--- src/rtl/pe_v2.sv ---
// ============================================================================
// pe_v2 -- next-generation processing element for the systolic array
//
// Fixed-point MAC cell that tiles north/west -> south/east like the original
// weight-stationary PE. There are two runtime modes, selected when a buffer
// switch happens:
//   WS (weight-stationary): the psum flows north -> south. The PE adds
//       sat(input * active_weight) to the incoming psum and registers the
//       result.
//   OS (output-stationary): the PE multiplies the streamed weight by the
//       activation and accumulates locally. A drain strobe emits the
//       accumulator. Between drains the PE forwards upstream drained values
//       south.
// All arithmetic is two's complement Q(DATA_WIDTH-FRAC_BITS).FRAC_BITS and
// saturates. Any saturation, or an upstream value lost to a drain collision,
// sets a sticky overflow flag.
//
// Parameters:
//   DATA_WIDTH  width of activations, weights and psums
//   FRAC_BITS   fractional bits of the fixed-point format
//   ACC_GUARD   extra integer bits on the OS accumulator
//
// Ports:
//   clk                 rising-edge clock
//   rst_n               asynchronous active-low reset
//   pe_psum_in          north psum (WS) / upstream drained value (OS)
//   pe_psum_valid_in    qualifies pe_psum_in
//   pe_weight_in        north weight (loaded in WS, streamed in OS)
//   pe_accept_w_in      weight-load strobe
//   pe_input_in         west activation
//   pe_valid_in         qualifies pe_input_in
//   pe_switch_in        swap weight buffers and latch pe_mode_in
//   pe_mode_in          0 = WS, 1 = OS
//   pe_drain_in         OS: emit and clear the accumulator
//   pe_clr_ovf_in       clear the sticky overflow flag
//   pe_psum_out         registered south psum
//   pe_psum_valid_out   qualifies pe_psum_out
//   pe_weight_out       registered south weight (0 when not loading)
//   pe_accept_w_out     registered pe_accept_w_in
//   pe_input_out        registered east activation (holds when not valid)
//   pe_valid_out        registered pe_valid_in
//   pe_switch_out       registered pe_switch_in
//   pe_drain_out        registered pe_drain_in
//   pe_overflow_out     sticky saturation / collision flag
// ============================================================================
module pe_v2 #(
    parameter int DATA_WIDTH = 16,
    parameter int FRAC_BITS  = 8,
    parameter int ACC_GUARD  = 0
) (
    input  logic                  clk,
    input  logic                  rst_n,
    input  logic [DATA_WIDTH-1:0] pe_psum_in,
    input  logic                  pe_psum_valid_in,
    input  logic [DATA_WIDTH-1:0] pe_weight_in,
    input  logic                  pe_accept_w_in,
    input  logic [DATA_WIDTH-1:0] pe_input_in,
    input  logic                  pe_valid_in,
    input  logic                  pe_switch_in,
    input  logic                  pe_mode_in,
    input  logic                  pe_drain_in,
    input  logic                  pe_clr_ovf_in,
    output logic [DATA_WIDTH-1:0] pe_psum_out,
    output logic                  pe_psum_valid_out,
    output logic [DATA_WIDTH-1:0] pe_weight_out,
    output logic                  pe_accept_w_out,
    output logic [DATA_WIDTH-1:0] pe_input_out,
    output logic                  pe_valid_out,
    output logic                  pe_switch_out,
    output logic                  pe_drain_out,
    output logic                  pe_overflow_out
);

    localparam int W   = DATA_WIDTH;
    localparam int PW  = 2 * DATA_WIDTH;
    localparam int AW  = DATA_WIDTH + ACC_GUARD;
    localparam int W1  = W + 1;
    localparam int AW1 = AW + 1;

    localparam logic [W-1:0]  SAT_MAX = {1'b0, {(W-1){1'b1}}};
    localparam logic [W-1:0]  SAT_MIN = {1'b1, {(W-1){1'b0}}};
    localparam logic [AW-1:0] ACC_MAX = {1'b0, {(AW-1){1'b1}}};
    localparam logic [AW-1:0] ACC_MIN = {1'b1, {(AW-1){1'b0}}};

    typedef enum logic {
        MODE_WS = 1'b0,
        MODE_OS = 1'b1
    } pe_mode_t;

    // ------------------------------------------------------------------
    // State
    // ------------------------------------------------------------------
    pe_mode_t       r_mode;
    logic [W-1:0]   r_activeW;
    logic [W-1:0]   r_inactiveW;
    logic [AW-1:0]  r_acc;
    logic [W-1:0]   r_psumOut;
    logic           r_psumValid;
    logic [W-1:0]   r_weightOut;
    logic           r_acceptW;
    logic [W-1:0]   r_inputOut;
    logic           r_validOut;
    logic           r_switchOut;
    logic           r_drainOut;
    logic           r_ovf;

    // ------------------------------------------------------------------
    // Combinational datapath
    // ------------------------------------------------------------------
    logic [W-1:0]          w_mulWeight;
    logic signed [PW-1:0]  w_prodFull;
    logic signed [PW-1:0]  w_prodShift;
    logic [PW-W:0]         w_prodHigh;
    logic                  w_prodSat;
    logic [W-1:0]          w_prod;

    logic [W:0]            w_wsSum;
    logic                  w_wsSat;
    logic [W-1:0]          w_wsPsum;

    logic [AW:0]           w_accSum;
    logic                  w_accSat;
    logic [AW-1:0]         w_accNext;
    logic [AW-1:0]         w_prodExt;

    logic [AW-W:0]         w_accHigh;
    logic                  w_drainSat;
    logic [W-1:0]          w_drainVal;

    logic [W-1:0]          w_psumNext;
    logic                  w_psumValidNext;
    logic [AW-1:0]         w_accLoad;
    logic                  w_ovfSet;

    // In OS mode the weight is streamed alongside the activation, so the
    // stored active weight only feeds the multiplier in WS mode.
    assign w_mulWeight = (r_mode == MODE_OS) ? pe_weight_in : r_activeW;

    // Both operands are sign-extended to the full product width, so the
    // multiply cannot wrap. The arithmetic shift then rescales the product
    // and floors toward negative infinity.
    assign w_prodFull  = $signed({{W{pe_input_in[W-1]}}, pe_input_in})
                       * $signed({{W{w_mulWeight[W-1]}}, w_mulWeight});
    assign w_prodShift = w_prodFull >>> FRAC_BITS;

    // The shifted product fits in W bits only when every bit from the W-bit
    // sign position upward agrees.
    assign w_prodHigh = w_prodShift[PW-1:W-1];
    assign w_prodSat  = !((&w_prodHigh) || !(|w_prodHigh));
    assign w_prod     = w_prodSat ? (w_prodShift[PW-1] ? SAT_MIN : SAT_MAX)
                                  : w_prodShift[W-1:0];

    // WS adder: one guard bit. Overflow shows up as a mismatch between the
    // guard bit and the W-bit sign.
    assign w_wsSum  = W1'($signed(w_prod)) + W1'($signed(pe_psum_in));
    assign w_wsSat  = w_wsSum[W] ^ w_wsSum[W-1];
    assign w_wsPsum = w_wsSat ? (w_wsSum[W] ? SAT_MIN : SAT_MAX) : w_wsSum[W-1:0];

    // OS accumulator adder. It works at the accumulator width, which
    // includes the optional guard bits.
    assign w_prodExt = AW'($signed(w_prod));
    assign w_accSum  = AW1'($signed(r_acc)) + AW1'($signed(w_prodExt));
    assign w_accSat  = w_accSum[AW] ^ w_accSum[AW-1];
    assign w_accNext = w_accSat ? (w_accSum[AW] ? ACC_MIN : ACC_MAX) : w_accSum[AW-1:0];

    // A drain narrows the accumulator back to W bits. With no guard bits the
    // high slice is a single bit and never reports saturation.
    assign w_accHigh  = r_acc[AW-1:W-1];
    assign w_drainSat = !((&w_accHigh) || !(|w_accHigh));
    assign w_drainVal = w_drainSat ? (r_acc[AW-1] ? SAT_MIN : SAT_MAX) : r_acc[W-1:0];

    // Mode-dependent selection of the next psum output, the accumulator
    // load value and the overflow-set condition. A drain takes priority over
    // forwarding. If an upstream value arrives in the same cycle as a drain,
    // that value is lost, so the collision is reported through the sticky
    // flag.
    always_comb begin
        w_psumNext      = '0;
        w_psumValidNext = 1'b0;
        w_accLoad       = r_acc;
        w_ovfSet        = 1'b0;
        if (r_mode == MODE_WS) begin
            if (pe_valid_in) begin
                w_psumNext      = w_wsPsum;
                w_psumValidNext = 1'b1;
                w_ovfSet        = w_prodSat | w_wsSat;
            end
        end else begin
            if (pe_drain_in) begin
                w_psumNext      = w_drainVal;
                w_psumValidNext = 1'b1;
                w_accLoad       = pe_valid_in ? w_prodExt : '0;
                w_ovfSet        = w_drainSat | pe_psum_valid_in
                                | (pe_valid_in & w_prodSat);
            end else begin
                if (pe_valid_in) begin
                    w_accLoad = w_accNext;
                    w_ovfSet  = w_prodSat | w_accSat;
                end
                if (pe_psum_valid_in) begin
                    w_psumNext      = pe_psum_in;
                    w_psumValidNext = 1'b1;
                end
            end
        end
    end

    // Pass-through registers that carry activations and control strobes to
    // the east/south neighbours. The activation holds its last valid value
    // so that a bubble does not disturb the east PE's operand.
    always_ff @(posedge clk or negedge rst_n) begin
        if (!rst_n) begin
            r_inputOut  <= '0;
            r_validOut  <= 1'b0;
            r_switchOut <= 1'b0;
            r_drainOut  <= 1'b0;
            r_acceptW   <= 1'b0;
        end else begin
            if (pe_valid_in) begin
                r_inputOut <= pe_input_in;
            end
            r_validOut  <= pe_valid_in;
            r_switchOut <= pe_switch_in;
            r_drainOut  <= pe_drain_in;
            r_acceptW   <= pe_accept_w_in;
        end
    end

    // Double-buffered weights. A switch promotes the old inactive value
    // even when a new weight is being loaded in the same cycle. This lets
    // the next tile's weights be preloaded while the current one computes.
    always_ff @(posedge clk or negedge rst_n) begin
        if (!rst_n) begin
            r_activeW   <= '0;
            r_inactiveW <= '0;
            r_weightOut <= '0;
            r_mode      <= MODE_WS;
        end else begin
            if (pe_accept_w_in) begin
                r_inactiveW <= pe_weight_in;
                r_weightOut <= pe_weight_in;
            end else begin
                r_weightOut <= '0;
            end
            if (pe_switch_in) begin
                r_activeW <= r_inactiveW;
                r_mode    <= pe_pe_mode_cast(pe_mode_in);
            end
        end
    end

    function automatic pe_mode_t pe_pe_mode_cast(input logic m);
        return m ? MODE_OS : MODE_WS;
    endfunction

    // Psum output, accumulator and sticky overflow. When the flag is set and
    // cleared in the same cycle, the set wins, so a fresh overflow is never
    // lost to a clear.
    always_ff @(posedge clk or negedge rst_n) begin
        if (!rst_n) begin
            r_psumOut   <= '0;
            r_psumValid <= 1'b0;
            r_acc       <= '0;
            r_ovf       <= 1'b0;
        end else begin
            r_psumOut   <= w_psumNext;
            r_psumValid <= w_psumValidNext;
            r_acc       <= w_accLoad;
            if (w_ovfSet) begin
                r_ovf <= 1'b1;
            end else if (pe_clr_ovf_in) begin
                r_ovf <= 1'b0;
            end
        end
    end

    assign pe_psum_out       = r_psumOut;
    assign pe_psum_valid_out = r_psumValid;
    assign pe_weight_out     = r_weightOut;
    assign pe_accept_w_out   = r_acceptW;
    assign pe_input_out      = r_inputOut;
    assign pe_valid_out      = r_validOut;
    assign pe_switch_out     = r_switchOut;
    assign pe_drain_out      = r_drainOut;
    assign pe_overflow_out   = r_ovf;

endmodule

--- config.mk ---
export PLATFORM = sky130hd
export DESIGN_NAME = pe_v2
export DESIGN_NICKNAME = d
export VERILOG_FILES = /design/src/rtl/pe_v2.sv
export SDC_FILE = /design/constraint.sdc
export NUM_CORES = 1
export LEC_CHECK = 0
export CAP_MARGIN = 15
export CORE_MARGIN = 4
export CORE_UTILIZATION = 56
export CTS_CLUSTER_SIZE = 12
export DETAILED_ROUTE_END_ITERATION = 8
export GPL_TIMING_DRIVEN = 0
export PLACE_DENSITY = 0.83
export SLEW_MARGIN = 20
export SYNTH_ARGS = -nofsm -noshare
export SYNTH_HDL_FRONTEND = slang
export SYNTH_SLANG_ARGS = --single-unit
--- constraint.sdc ---
create_clock -name clk -period 15.1 [get_ports clk]
set_input_delay 2.265 -clock clk [delete_from_list [all_inputs] [get_ports clk]]
set_output_delay 2.265 -clock clk [all_outputs]
set_load 0.01 [all_outputs]
==> flow_summary.yaml <==
run_status:
  status: "finished clean"
setup_path:
  cp.required_ns: 15.36
  end_kind: "register"
  crit_type: "in -> reg"
  cp.arrival_ns: 14.48
  path_buf_inv: 8
  timing.critical_path.from_type: "input port"
  cp_common_cell: "fa_1"
  max_stage_delay_ns: 0.72
  slowest_stage: "mux2i_1"
  worstPathMaxFanout: 10
  critPathTopFamily: "compound AO/OA/AOI/OAI gates"
synthesis:
  yosys-top-cells-area: "fa_1 33%, dfrtp_1 16%, ha_1 8.6%"
  netlist-cell-type-count: 71
  ys_seq_elements: 103
  syn_inst: 1707
  ys.warnings.count: 0
  synth_fp_nets: 2138
  synth.top_cell.area_share: 0.328
  syn_area_per_cell_um2: 9.41
  synth_top_area_cell: "fa_1"
  synthesis.area_um2: 16100
  async_flop_share: 1.00
  yosysSeqAreaShare: 0.160
  synth_edf_count: 0
  synth-main-ff-cell: "dfrtp_1"
layout:
  mostFrequentLayoutCell: "inv_1"
  stdcell_area_um2: 18000
  nets: 2260
  diodes: 0
  fin_cells: 2212
  layout-drive-gt1-share: 0.0627
  area_growth_pct: 11.9
  layout_common_cells: "297 x inv_1, 263 x fa_1, 159 x nand2_1, 111 x ha_1, 109 x clkdlybuf4s50_1"
grt:
  grt_pass1_wl_um: 68000
  antenna_found_initial: 0
  grt_use_met3: 0.0371
  grt_max_degree: 69
  grt_util_met2: 0.462
  grt_use_met1: 0.362
  grt_busiest_layer: "met2"
  grt_usage: 0.274
  grt_pass1_vias: 13400
  overflow: 0
timing:
  final.min_clock_period_ns: 14.23
  finalCritPeriodShare: 0.942
  rsz0062_at_grt: "no"
  setup_viol: 0
  worstMarginPinSlew_ns: 0.882
  skew_ns: 0.0171
  fmax_mhz: 70.3
  finalHoldViolCount: 0
  finalSetupTns_ns: 0
  slew-limit-headroom: 0.395
  fin_ws_ns: 0.875
  final_max_slew_viol_count: 0
clock_tree:
  path_clk_slew_ns: 0.09
  cts_made_buffers: 9
  clock_sinks: 103
  clockBufferDepth: 2
  cts_tree: "built"
  post_cts_resized: 0
  post_cts_buffers: 0
  root_buffer: "clkbuf_16"
  cts_max_level: 3
  insertion_delay_ns: 0.37
  ctsHoldBuffers: 0
die:
  die_h_um: 177
  initial_core_util: 0.573
  fp-row-count: 61
  ios: 111
  core_area_um2: 28000
  die-area_um2: 31500
  dieWidth_um: 177
placement:
  pre_cts_ws_ns: 0.757
  placed_cell_area_um2: 17700
  dp.final_hpwl_um: 34200
  gp_congestion: 0.956
  portBuffers: 110
  placedCellCount: 2196
drt:
  drc: 0
  avgViaCountPerCell: 5.82
  drt_iter0_drc: 1088
  routedWlPerCell_um: 18.7
  via_count: 12900
  first_pass_iters: 6
  ant_nets: 0
  wl_um: 41300
run:
  max_cap_viol_count: 0
worst_hold_path:
  hold_class: "reg -> reg"
-- final cells by class --
type	count	area (um2)
Buffer	69	285
Clock buffer	9	225
Timing Repair Buffer	111	1130
Multi-Input combinational cell	1237	12100
Fill cell	2245	10000
Clock inverter	7	86.3
Sequential cell	103	2580
Tap cell	378	473
Inverter	298	1120
-- state kept, by name, summed over array words and instances (netlist names) --
register,cells
pe_accept_w_out,1
r_activeW,16
pe_drain_out,1
pe_overflow_out,1
r_mode,1
r_acc,16
pe_psum_valid_out,1
pe_psum_out,16
pe_switch_out,1
r_inactiveW,16
pe_weight_out,16
pe_input_out,16
pe_valid_out,1
-- Yosys cell counts (7+ instances only) --
| cell | instances |
|---|---|
| a22oi_1 | 29 |
| mux2i_1 | 7 |
| o21ai_0 | 21 |
| nand3_1 | 21 |
| o21a_1 | 7 |
| nor2_1 | 80 |
| ha_1 | 111 |
| nand2_1 | 159 |
| nor2b_1 | 68 |
| a211oi_1 | 8 |
| inv_1 | 297 |
| o22ai_1 | 18 |
| nor3_1 | 39 |
| xor2_1 | 16 |
| or2_2 | 10 |
| and2_1 | 84 |
| fa_1 | 263 |
| a21oi_1 | 52 |
| nand2b_1 | 22 |
| o21ai_2 | 11 |
| and3_1 | 9 |
| dfrtp_1 | 103 |
| clkbuf_1 | 60 |
| xnor2_1 | 36 |
| mux2_2 | 61 |
| a31oi_1 | 18 |
| a21o_1 | 22 |
-- worst reg2reg max path, delay by kind of cell (launching register included) --
kind / cells / cell delay, ns
AND/OR/NAND/NOR: 7 / 1.82
adder cells (fa/ha/maj): 8 / 3.55
multiplexers: 1 / 0.81
buffers and inverters: 10 / 2.91
AO/OA/AOI/OAI: 14 / 3.67
flip-flops: 1 / 0.45
-- metal layers --
layer / share of wire / wire (um) / vias to the layer above
met1: 0.39 / 16100 / 6444
met3: 0.085 / 3490 / 103
met2: 0.49 / 20300 / 631
met5: 0 / 0 / -
li1: - / - / 5697
met4: 0.035 / 1460 / 0
-- through the flow --
step | hold slack, ns | util
after floorplan | 0.475 | -
after global placement | 0.482 | 0.630
after detailed placement | 0.493 | 0.631
after CTS | 0.511 | 0.642
after global routing | 0.515 | 0.642
final | 0.505 | 0.642
-- logic make-up (layout without fill, tap and decap cells) --
| group | after synthesis | count (layout) | share of synthesized area |
|---|---|---|---|
| xor+xnor | 52 | 52 | 0.0284 |
| buf+inv | 367 | 494 | 0.0874 |
| flops | 103 | 103 | 0.160 |
| simple gates | 512 | 512 | 0.161 |
| mux | 69 | 69 | 0.0485 |
| compound gates | 230 | 230 | 0.100 |
| fa+ha+maj | 374 | 374 | 0.414 |
-- path summary, 6_finish.rpt --
path                       cells after the start             from  slack [ns]          endpoint
max                                           38  pe_weight_in[6]        0.87         r_acc[14]
min                                            1  r_inactiveW[11]        0.51     r_activeW[11]
max reg2reg                                   40           r_mode        1.75         r_acc[14]
min reg2reg                                    1  r_inactiveW[11]        0.51     r_activeW[11]
max in group asynchronous                      2            rst_n       12.67  pe_input_out[14]
min in group asynchronous                      1            rst_n        1.78    r_inactiveW[5]
Power is left out: the tool's default activity adds up to more than one toggle a clock period on the data nets, which glitch-free logic cannot reach.
